## src/rtl/pipeline_stall_ctrl_if.sv

```systemverilog
// pipeline_stall_ctrl_if: hazard inputs and latch/bubble/flush controls between the interlock and the pipeline.
interface pipeline_stall_ctrl_if;
  logic        load_use_hazard;
  logic [31:0] dx_insn;
  logic        branch_taken;
  logic        md_result_ready;
  logic        pc_we;
  logic        fd_we;
  logic        dx_we;
  logic        fd_flush;
  logic        dx_insert_nop;
  logic        xm_insert_nop;
  logic        ctrl_mult;
  logic        ctrl_div;
  logic        md_busy;
  logic        md_timeout;
  logic [15:0] stall_cycles;
  modport master (
    output load_use_hazard, dx_insn, branch_taken, md_result_ready,
    input  pc_we, fd_we, dx_we, fd_flush, dx_insert_nop, xm_insert_nop,
           ctrl_mult, ctrl_div, md_busy, md_timeout, stall_cycles
  );
  modport slave (
    input  load_use_hazard, dx_insn, branch_taken, md_result_ready,
    output pc_we, fd_we, dx_we, fd_flush, dx_insert_nop, xm_insert_nop,
           ctrl_mult, ctrl_div, md_busy, md_timeout, stall_cycles
  );
endinterface

```

## src/rtl/pipeline_stall_ctrl.sv

```systemverilog
// pipeline_stall_ctrl: turns load-use, branch and mul/div status into latch enables, bubbles and flushes.
module pipeline_stall_ctrl #(
  parameter int MD_TIMEOUT = 64
) (
  input logic                  clock,
  input logic                  reset,
  pipeline_stall_ctrl_if.slave bus
);
  typedef enum logic {RUN, MD_WAIT} state_t;
  localparam logic [7:0] LAST_WAIT = 8'(MD_TIMEOUT - 1);
  state_t      state_q, state_d;
  logic [7:0]  wait_cnt_q, wait_cnt_d;
  logic        md_timeout_q, md_timeout_d;
  logic [15:0] stall_cycles_q, stall_cycles_d;
  logic        is_alu, is_mul, is_div, pc_we, unused_bits;
  assign is_alu = bus.dx_insn[31:27] == 5'b00000;
  assign is_mul = is_alu && bus.dx_insn[6:2] == 5'b00110;
  assign is_div = is_alu && bus.dx_insn[6:2] == 5'b00111;
  assign unused_bits = ^{bus.dx_insn[26:7], bus.dx_insn[1:0]};
  assign bus.pc_we        = pc_we;
  assign bus.md_busy      = !reset && state_q == MD_WAIT;
  assign bus.md_timeout   = md_timeout_q;
  assign bus.stall_cycles = stall_cycles_q;
  always_comb begin
    state_d           = state_q;
    wait_cnt_d        = wait_cnt_q;
    md_timeout_d      = md_timeout_q;
    pc_we             = 1'b1;
    bus.fd_we         = 1'b1;
    bus.dx_we         = 1'b1;
    bus.fd_flush      = 1'b0;
    bus.dx_insert_nop = 1'b0;
    bus.xm_insert_nop = 1'b0;
    bus.ctrl_mult     = 1'b0;
    bus.ctrl_div      = 1'b0;
    if (state_q == RUN) begin
      if (bus.branch_taken) begin
        bus.fd_flush      = 1'b1;
        bus.dx_insert_nop = 1'b1;
      end else if (is_mul || is_div) begin
        bus.ctrl_mult     = is_mul;
        bus.ctrl_div      = is_div;
        pc_we             = 1'b0;
        bus.fd_we         = 1'b0;
        bus.dx_we         = 1'b0;
        bus.xm_insert_nop = 1'b1;
        state_d           = MD_WAIT;
        wait_cnt_d        = 8'd0;
      end else if (bus.load_use_hazard) begin
        pc_we             = 1'b0;
        bus.fd_we         = 1'b0;
        bus.dx_insert_nop = 1'b1;
      end
    end else if (bus.md_result_ready || wait_cnt_q == LAST_WAIT) begin
      // release: the finished mul/div moves on to X/M; a missing ready means forced release
      state_d      = RUN;
      wait_cnt_d   = 8'd0;
      md_timeout_d = md_timeout_q || !bus.md_result_ready;
    end else begin
      pc_we             = 1'b0;
      bus.fd_we         = 1'b0;
      bus.dx_we         = 1'b0;
      bus.xm_insert_nop = 1'b1;
      wait_cnt_d        = wait_cnt_q + 8'd1;
    end
    if (reset) begin
      pc_we             = 1'b0;
      bus.fd_we         = 1'b0;
      bus.dx_we         = 1'b0;
      bus.fd_flush      = 1'b0;
      bus.dx_insert_nop = 1'b0;
      bus.xm_insert_nop = 1'b0;
      bus.ctrl_mult     = 1'b0;
      bus.ctrl_div      = 1'b0;
    end
    stall_cycles_d = (!pc_we && stall_cycles_q != 16'hFFFF) ? stall_cycles_q + 16'd1 : stall_cycles_q;
  end
  always_ff @(posedge clock) begin
    if (reset) begin
      state_q        <= RUN;
      wait_cnt_q     <= 8'd0;
      md_timeout_q   <= 1'b0;
      stall_cycles_q <= 16'd0;
    end else begin
      state_q        <= state_d;
      wait_cnt_q     <= wait_cnt_d;
      md_timeout_q   <= md_timeout_d;
      stall_cycles_q <= stall_cycles_d;
    end
  end
endmodule
```

## src/flat_wrapper.sv

```systemverilog
// flat-port wrapper written by rule: the top's interface ports become plain ports
module pipeline_stall_ctrl_flat 
#(
  parameter int MD_TIMEOUT = 64
)
  (clock, reset, bus_load_use_hazard, bus_dx_insn, bus_branch_taken, bus_md_result_ready, bus_pc_we, bus_fd_we, bus_dx_we, bus_fd_flush, bus_dx_insert_nop, bus_xm_insert_nop, bus_ctrl_mult, bus_ctrl_div, bus_md_busy, bus_md_timeout, bus_stall_cycles);
  pipeline_stall_ctrl_if bus_i ();
  input logic clock;
  input logic reset;
  input wire logic [$bits(bus_i.load_use_hazard)-1:0] bus_load_use_hazard;
  input wire logic [$bits(bus_i.dx_insn)-1:0] bus_dx_insn;
  input wire logic [$bits(bus_i.branch_taken)-1:0] bus_branch_taken;
  input wire logic [$bits(bus_i.md_result_ready)-1:0] bus_md_result_ready;
  output wire logic [$bits(bus_i.pc_we)-1:0] bus_pc_we;
  output wire logic [$bits(bus_i.fd_we)-1:0] bus_fd_we;
  output wire logic [$bits(bus_i.dx_we)-1:0] bus_dx_we;
  output wire logic [$bits(bus_i.fd_flush)-1:0] bus_fd_flush;
  output wire logic [$bits(bus_i.dx_insert_nop)-1:0] bus_dx_insert_nop;
  output wire logic [$bits(bus_i.xm_insert_nop)-1:0] bus_xm_insert_nop;
  output wire logic [$bits(bus_i.ctrl_mult)-1:0] bus_ctrl_mult;
  output wire logic [$bits(bus_i.ctrl_div)-1:0] bus_ctrl_div;
  output wire logic [$bits(bus_i.md_busy)-1:0] bus_md_busy;
  output wire logic [$bits(bus_i.md_timeout)-1:0] bus_md_timeout;
  output wire logic [$bits(bus_i.stall_cycles)-1:0] bus_stall_cycles;
  assign bus_i.load_use_hazard = bus_load_use_hazard;
  assign bus_i.dx_insn = bus_dx_insn;
  assign bus_i.branch_taken = bus_branch_taken;
  assign bus_i.md_result_ready = bus_md_result_ready;
  assign bus_pc_we = bus_i.pc_we;
  assign bus_fd_we = bus_i.fd_we;
  assign bus_dx_we = bus_i.dx_we;
  assign bus_fd_flush = bus_i.fd_flush;
  assign bus_dx_insert_nop = bus_i.dx_insert_nop;
  assign bus_xm_insert_nop = bus_i.xm_insert_nop;
  assign bus_ctrl_mult = bus_i.ctrl_mult;
  assign bus_ctrl_div = bus_i.ctrl_div;
  assign bus_md_busy = bus_i.md_busy;
  assign bus_md_timeout = bus_i.md_timeout;
  assign bus_stall_cycles = bus_i.stall_cycles;
  pipeline_stall_ctrl #(.MD_TIMEOUT(MD_TIMEOUT)) u_core (.clock(clock), .reset(reset), .bus(bus_i));
endmodule
```

## config.mk

```make
export PLATFORM = sky130hd
export DESIGN_NAME = pipeline_stall_ctrl_flat
export DESIGN_NICKNAME = d
export VERILOG_FILES = /design/src/rtl/pipeline_stall_ctrl_if.sv /design/src/rtl/pipeline_stall_ctrl.sv /design/src/flat_wrapper.sv
export SDC_FILE = /design/constraint.sdc
export NUM_CORES = 1
export LEC_CHECK = 0
export ABC_AREA = 1
export CAP_MARGIN = 0
export CORE_MARGIN = 8
export CORE_UTILIZATION = 48
export DETAILED_ROUTE_END_ITERATION = 10
export PLACE_DENSITY = 0.86
export SYNTH_ARGS = -nofsm -noshare
export SYNTH_HDL_FRONTEND = slang
export SYNTH_SLANG_ARGS = --single-unit
```

## constraint.sdc

```tcl
create_clock -name clock -period 4.3 [get_ports clock]
set_input_delay 1.075 -clock clock [delete_from_list [all_inputs] [get_ports clock]]
set_output_delay 1.075 -clock clock [all_outputs]
set_load 0.05 [all_outputs]
```

==> results.py, run 1 <==
metrics = {
    "synthesis": {
        "syn_nets": 312,
        "syn_inst": 273,
        "avgSynthCellArea_um2": 6.215,
        "synth_edf_count": 0,
        "synth-seq-cells": 26,
        "async_flop_share_pct": 0,
        "synth.distinct_cells": 28,
        "synth_area_mm2": 0.001697,
        "synth_top_flop_cell": "dfxtp_1",
        "ys_seq_area_share_pct": 30.68,
        "yosysWarnings": 0,
    },
    "cts": {
        "clock-sinks": 26,
        "cts_max_level": 1,
        "post-cts-setup-buffers": 0,
        "clkTransAtPathRegs_ps": 140,
        "holdBufCountCts": 0,
        "cts_tree": "done",
        "cts_resized": 0,
        "clockBufferDepth": 2,
        "worstSkewPairLatency_ps": 340,
        "cts_buffers": 3,
        "clock-root-buffer": "clkbuf_4",
    },
    "drt": {
        "drcViolationCount": 0,
        "wirelength_mm": 4.152,
        "wire_per_inst_um": 11.57,
        "via_count": 1801,
        "routed_via_density": 5.017,
        "drt_iter0_markers": 112,
        "drt-pass1-iter-count": 4,
        "final_antenna_net_count": 0,
    },
    "layout": {
        "area_growth_pct": 30.16,
        "nNetsFinal": 353,
        "stdcell_count": 359,
        "diodes": 0,
        "fin_area_mm2": 0.002208,
        "fill_cells": 327,
        "register_area_um2": 520.5,
        "multiInputGateArea_um2": 987.2,
        "drive_gt1_share_pct": 8.626,
    },
    "setup_path": {
        "required_ps": 3220,
        "crit_chain": "clkdlybuf4s50_1, nor2_1, nand2_1, nor2_1, nand3_1, nand2_1, nor2_1, clkdlybuf4s50_1",
        "path_max_fanout": 3,
        "critPathMostFrequentCell": "nor2_1",
        "timing.reg2reg.setup_slack_ps": 2470,
        "end_kind": "primary output",
        "crit_arrival_ps": 2840,
        "slowest_stage": "clkdlybuf4s50_1",
        "start_kind": "input port",
        "path_class": "in2out",
        "cp_slowest_stage_delay_ps": 720,
    },
    "timing": {
        "fmax_mhz": 255.3,
        "fin_crit_sh_pct": 91.08,
        "finalClockSkew_ps": 3.927,
        "rsz0062_at_grt": "false",
        "tns_ps": 0,
        "worst_pin_slew_ps": 515.7,
        "period_needed_ps": 3916,
        "maxSlewHeadroom_pct": 65.51,
        "final_hold_viol_count": 0,
        "setup_viol": 0,
        "maxSlewViolCount": 0,
    },
    "floorplanning": {
        "die_area_mm2": 0.005693,
        "fp.dieH_um": 75.45,
        "core.rowCount": 21,
        "die_x_um": 75.45,
        "pin_count": 63,
        "core_area_mm2": 0.003363,
        "initial_utilization_pct": 50.45,
    },
    "worst_hold_path": {
        "hp-class": "reg2reg",
    },
    "power": {
        "peakVddDrop_uv": 155.4,
        "p_leak_uw": 0.0009265,
        "powerDensity_mw_per_mm2": 224.3,
    },
    "global_route": {
        "grt-ovfl-total": 0,
        "grt.total_usage_pct": 16.04,
        "grt_pass1_wl_mm": 7.210,
        "antenna_found_initial": 0,
        "first_global_vias": 1748,
        "grt_start_max_net_pins": 23,
    },
    "placed_design": {
        "io_buffers": 40,
        "placedInstanceArea_mm2": 0.002156,
        "gp_congestion": 0.8725,
        "hpwl_mm": 3.288,
        "placed_cells": 355,
    },
    "flow_run": {
        "maxCapViolations": 0,
    },
    "status": {
        "status": "finished clean",
    },
}
[Yosys cell counts (3+ instances only)]
cell	number	area (µm²)
a21oi_1	20	100.1
buf_6	3	33.78
dfxtp_1	26	520.5
inv_1	36	135.1
nand2_1	78	292.8
nand2_2	3	18.77
nand3_1	25	125.1
nand3_2	3	30.03
nand4_1	4	25.02
nor2_1	41	153.9
nor3_1	8	40.04
xor2_1	4	35.03
[final cells by class]
| class | count | area share [%] |
|---|---|---|
| clock buffers | 3 | 1.020 |
| clock inverters | 1 | 1.360 |
| inverters | 36 | 6.119 |
| multi-input cells | 204 | 44.70 |
| flip-flops and latches | 26 | 23.57 |
| well taps | 46 | 2.606 |
| repair buffers | 43 | 20.62 |
[cell families (layout without fill, tap and decap cells)]
group,after synthesis,count (layout),share of synthesized area (%)
simple gates,170,170,45.21
buf+inv,43,83,11.14
compound gates,26,26,8.408
flops,26,26,30.68
xor+xnor,6,6,3.097
fa+ha+maj,2,2,1.475
[per-stage QoR]
stage                     worst slack (ps)  hold slack, ps  power, µW  utilization [%]
after floorplan                      634.9           457.6      297.1                -
after global placement               384.0           456.7      327.1            64.10
after detailed placement             374.3           456.4      328.3            64.10
after CTS                            373.4           496.0      500.8            65.66
after global routing                 270.7           513.5      515.7            65.66
final                                383.7           498.0      495.4            65.66
[power by group]
group,switching [µW],internal [µW],total [µW]
registers,3.57,243,247
clock network,78.1,94.4,173
logic,44.0,31.8,75.8
total,126,370,495
[critical path, delay by kind of cell]
kind	cells	cell delay, ps
and+or+nand+nor	6	650
buffers and inverters	2	1110
[routing by layer]
metal / track usage [%] / share of wire [%]
met1: 17.75 / 44
met2: 27.80 / 47
met3: 5.132 / 7.9
met4: 6.183 / 0.92
met5: 0 / 0
[state kept, by name, summed over array words and instances, names as in the netlist]
register and flops:
u_core.bus.stall_cycles 16, u_core.wait_cnt_q 8, u_core.bus.md_timeout 1, u_core.state_q 1
[path summary, 6_finish.rpt]
kind | startpoint | end | cells after the start
max | bus_dx_insn[28] | bus_dx_we | 8
min | u_core.bus.md_timeout$_SDFFE_PP0P_ | u_core.bus.md_timeout$_SDFFE_PP0P_ | 1
max reg2reg | u_core.bus.stall_cycles[0]$_SDFFE_PP0P_ | u_core.bus.stall_cycles[1]$_SDFFE_PP0P_ | 8
min reg2reg | u_core.bus.md_timeout$_SDFFE_PP0P_ | u_core.bus.md_timeout$_SDFFE_PP0P_ | 1
[cells in the final DEF, fill, tap and decap left out, types with 4 or more instances in the layout]
master           instances
nand2_1                 78
nor2_1                  41
inv_1                   36
clkdlybuf4s50_1         33
dfxtp_1                 26
nand3_1                 25
a21oi_1                 20
nor3_1                   8
buf_4                    6
xor2_1                   4
nand4_1                  4
buf_12                   4
No activity file was read; power rests on OpenSTA's default activity.
==> inputs of run 2 (changes only) <==
- CELL_PAD_IN_SITES_DETAIL_PLACEMENT: default -> 1
- CELL_PAD_IN_SITES_GLOBAL_PLACEMENT: default -> 1
- CORE_UTILIZATION: 48 -> 32
- PLACE_DENSITY: 0.86 -> default
- PLACE_DENSITY_LB_ADDON: default -> 0.1
- SLEW_MARGIN: default -> 20
==> results.py, run 2 (synthesis results as in run 1) <==
metrics = {
    "setup_path": {
        "r2r-end": "u_core.bus.stall_cycles[1]$_SDFFE_PP0P_",
        "cp_top_family": "buffers and inverters",
        "slowest_stage": "clkdlybuf4s50_1",
        "required_ps": 3220,
        "crit_chain": "clkdlybuf4s50_1, nor2_1, nand2_1, nor2_1, nand3_1, nand2_1, nor2_1, clkdlybuf4s50_1",
        "cp_slowest_stage_delay_ps": 690,
        "crit_arrival_ps": 2900,
        "path_max_fanout": 3,
        "end_kind": "primary output",
        "timing.reg2reg.setup_slack_ps": 2380,
        "cp.buffers_inverters": 2,
        "start_kind": "input port",
        "reg2reg_depth": 8,
        "rr_startpoint": "u_core.bus.stall_cycles[0]$_SDFFE_PP0P_",
        "critPathMostFrequentCell": "nor2_1",
        "path_class": "in2out",
    },
    "power": {
        "clock_power_share_pct": 39.4,
        "seqPwrFrac_pct": 46.2,
        "comb_power_share_pct": 14.4,
        "internal_power_uw": 399.6,
        "peakVddDrop_uv": 113.1,
        "switching_share_pct": 25.12,
        "switchingPower_uw": 134.0,
        "powerDensity_mw_per_mm2": 236.4,
        "p_leak_uw": 0.0009343,
    },
    "global_route": {
        "antenna_found_initial": 0,
        "grt.total_usage_pct": 13.07,
        "grt-ovfl-total": 0,
        "grt_pass1_wl_mm": 8.286,
        "grt_start_max_net_pins": 24,
        "first_global_vias": 1867,
    },
    "cts": {
        "clock-sinks": 26,
        "post-cts-setup-buffers": 0,
        "clock-root-buffer": "clkbuf_8",
        "cts_buffers": 3,
        "cts_tree": "done",
        "clkTransAtPathRegs_ps": 100,
        "cts_max_level": 1,
        "clockBufferDepth": 2,
        "holdBufCountCts": 0,
        "worstSkewPairLatency_ps": 280,
        "cts_resized": 0,
    },
    "worst_hold_path": {
        "hp-class": "reg2reg",
        "worstHoldPathCells": 1,
        "min_to": "u_core.bus.md_timeout$_SDFFE_PP0P_",
        "min_from": "u_core.bus.md_timeout$_SDFFE_PP0P_",
    },
    "drt": {
        "drt-pass1-iter-count": 4,
        "drt_iter0_markers": 37,
        "routed_via_density": 4.689,
        "drcViolationCount": 0,
        "final_antenna_net_count": 0,
        "wire_per_inst_um": 12.60,
        "wirelength_mm": 4.824,
        "via_count": 1796,
    },
    "layout": {
        "fill_cells": 694,
        "drive_gt1_share_pct": 8.626,
        "largest_reg_flops": 16,
        "area_growth_pct": 33.04,
        "mostFrequentLayoutCell": "nand2_1",
        "layout_common_cells": "nand2_1, nor2_1, inv_1, clkdlybuf4s50_1, dfxtp_1",
        "register_area_um2": 520.5,
        "diodes": 0,
        "multiInputGateArea_um2": 987.2,
        "nNetsFinal": 353,
    },
    "timing": {
        "worst_pin_slew_ps": 520.1,
        "final_hold_viol_count": 0,
        "period_needed_ps": 3972,
        "finalClockSkew_ps": 8.466,
        "rsz0062_at_grt": "false",
        "setup_viol": 0,
        "fin_crit_sh_pct": 92.37,
        "tns_ps": 0,
        "maxSlewHeadroom_pct": 65.22,
        "maxSlewViolCount": 0,
        "fmax_mhz": 251.8,
        "holdWs_ps": 483.1,
    },
    "floorplanning": {
        "die_area_mm2": 0.007888,
        "core_area_mm2": 0.005107,
        "pin_count": 63,
        "core.rowCount": 26,
        "fp.dieH_um": 88.82,
        "die_x_um": 88.82,
        "initial_utilization_pct": 33.22,
    },
    "placed_design": {
        "gp_congestion": 0.7440,
        "hpwl_mm": 3.840,
        "io_buffers": 40,
    },
    "status": {
        "status": "finished clean",
    },
    "flow_run": {
        "maxCapViolations": 0,
    },
}
==> run 2: layout make-up <==
type / instances / share of cell area (%)
Clock buffer: 3 / 1.829
Clock inverter: 1 / 1.330
Inverter: 36 / 5.987
Multi-Input combinational cell: 204 / 43.74
Sequential cell: 26 / 23.06
Tap cell: 70 / 3.880
Timing Repair Buffer: 43 / 20.18
==> run 2: power groups by stage <==
| stage | registers, µW | clock network [µW] | logic [µW] |
|---|---|---|---|
| 6_report | 246 | 210 | 76.9 |
| 5_1_grt | 247 | 228 | 83.5 |
| 4_1_cts | 247 | 218 | 78.0 |
| 3_5_place_dp | 252 | 0 | 77.8 |
| 3_3_place_gp | 252 | 0 | 76.9 |
| 2_1_floorplan | 259 | 0 | 37.6 |
==> run 2: through the flow <==
step	total power (µW)	utilization (%)	cells	worst slack, ps	cell area (µm²)
final	533.7	44.19	383	328.0	2257
after global routing	558.5	44.19	383	202.5	2257
after CTS	542.7	44.19	383	335.2	2257
after detailed placement	329.8	42.80	379	345.8	2186
after global placement	328.9	42.80	379	362.1	2186
after floorplan	297.1	-	273	634.9	1697
==> run 2: worst max path at each step <==
stage	from	depth (start not counted)	to	slack, ps
after global routing	bus_dx_insn[28]	8	bus_dx_we	200
after floorplan	reset	4	bus_ctrl_div	630
after global placement	bus_dx_insn[28]	8	bus_dx_we	360
after detailed placement	bus_dx_insn[28]	8	bus_dx_we	350
final	bus_dx_insn[28]	8	bus_dx_we	330
after CTS	bus_dx_insn[28]	8	bus_dx_we	340
==> run 2: worst reg2reg max path, cell delays in order (launching register included) <==
cell     delay, ps
dfxtp_1        430
ha_1           200
nand2_1        100
nor2_4         200
nand4_2        360
nand2_2        300
inv_1           90
nor2_1          90
nor2_1          50
==> run 2: routing by layer <==
layer | part of all wire, % | global-route usage [%] | wire [µm] | vias to the layer above
met5 | 0 | 0 | 0 | -
met4 | 0.70 | 3.687 | 34 | 0
met3 | 5.1 | 3.157 | 245 | 2
met2 | 49 | 23.72 | 2385 | 29
met1 | 45 | 14.61 | 2158 | 822
li1 | - | - | - | 943
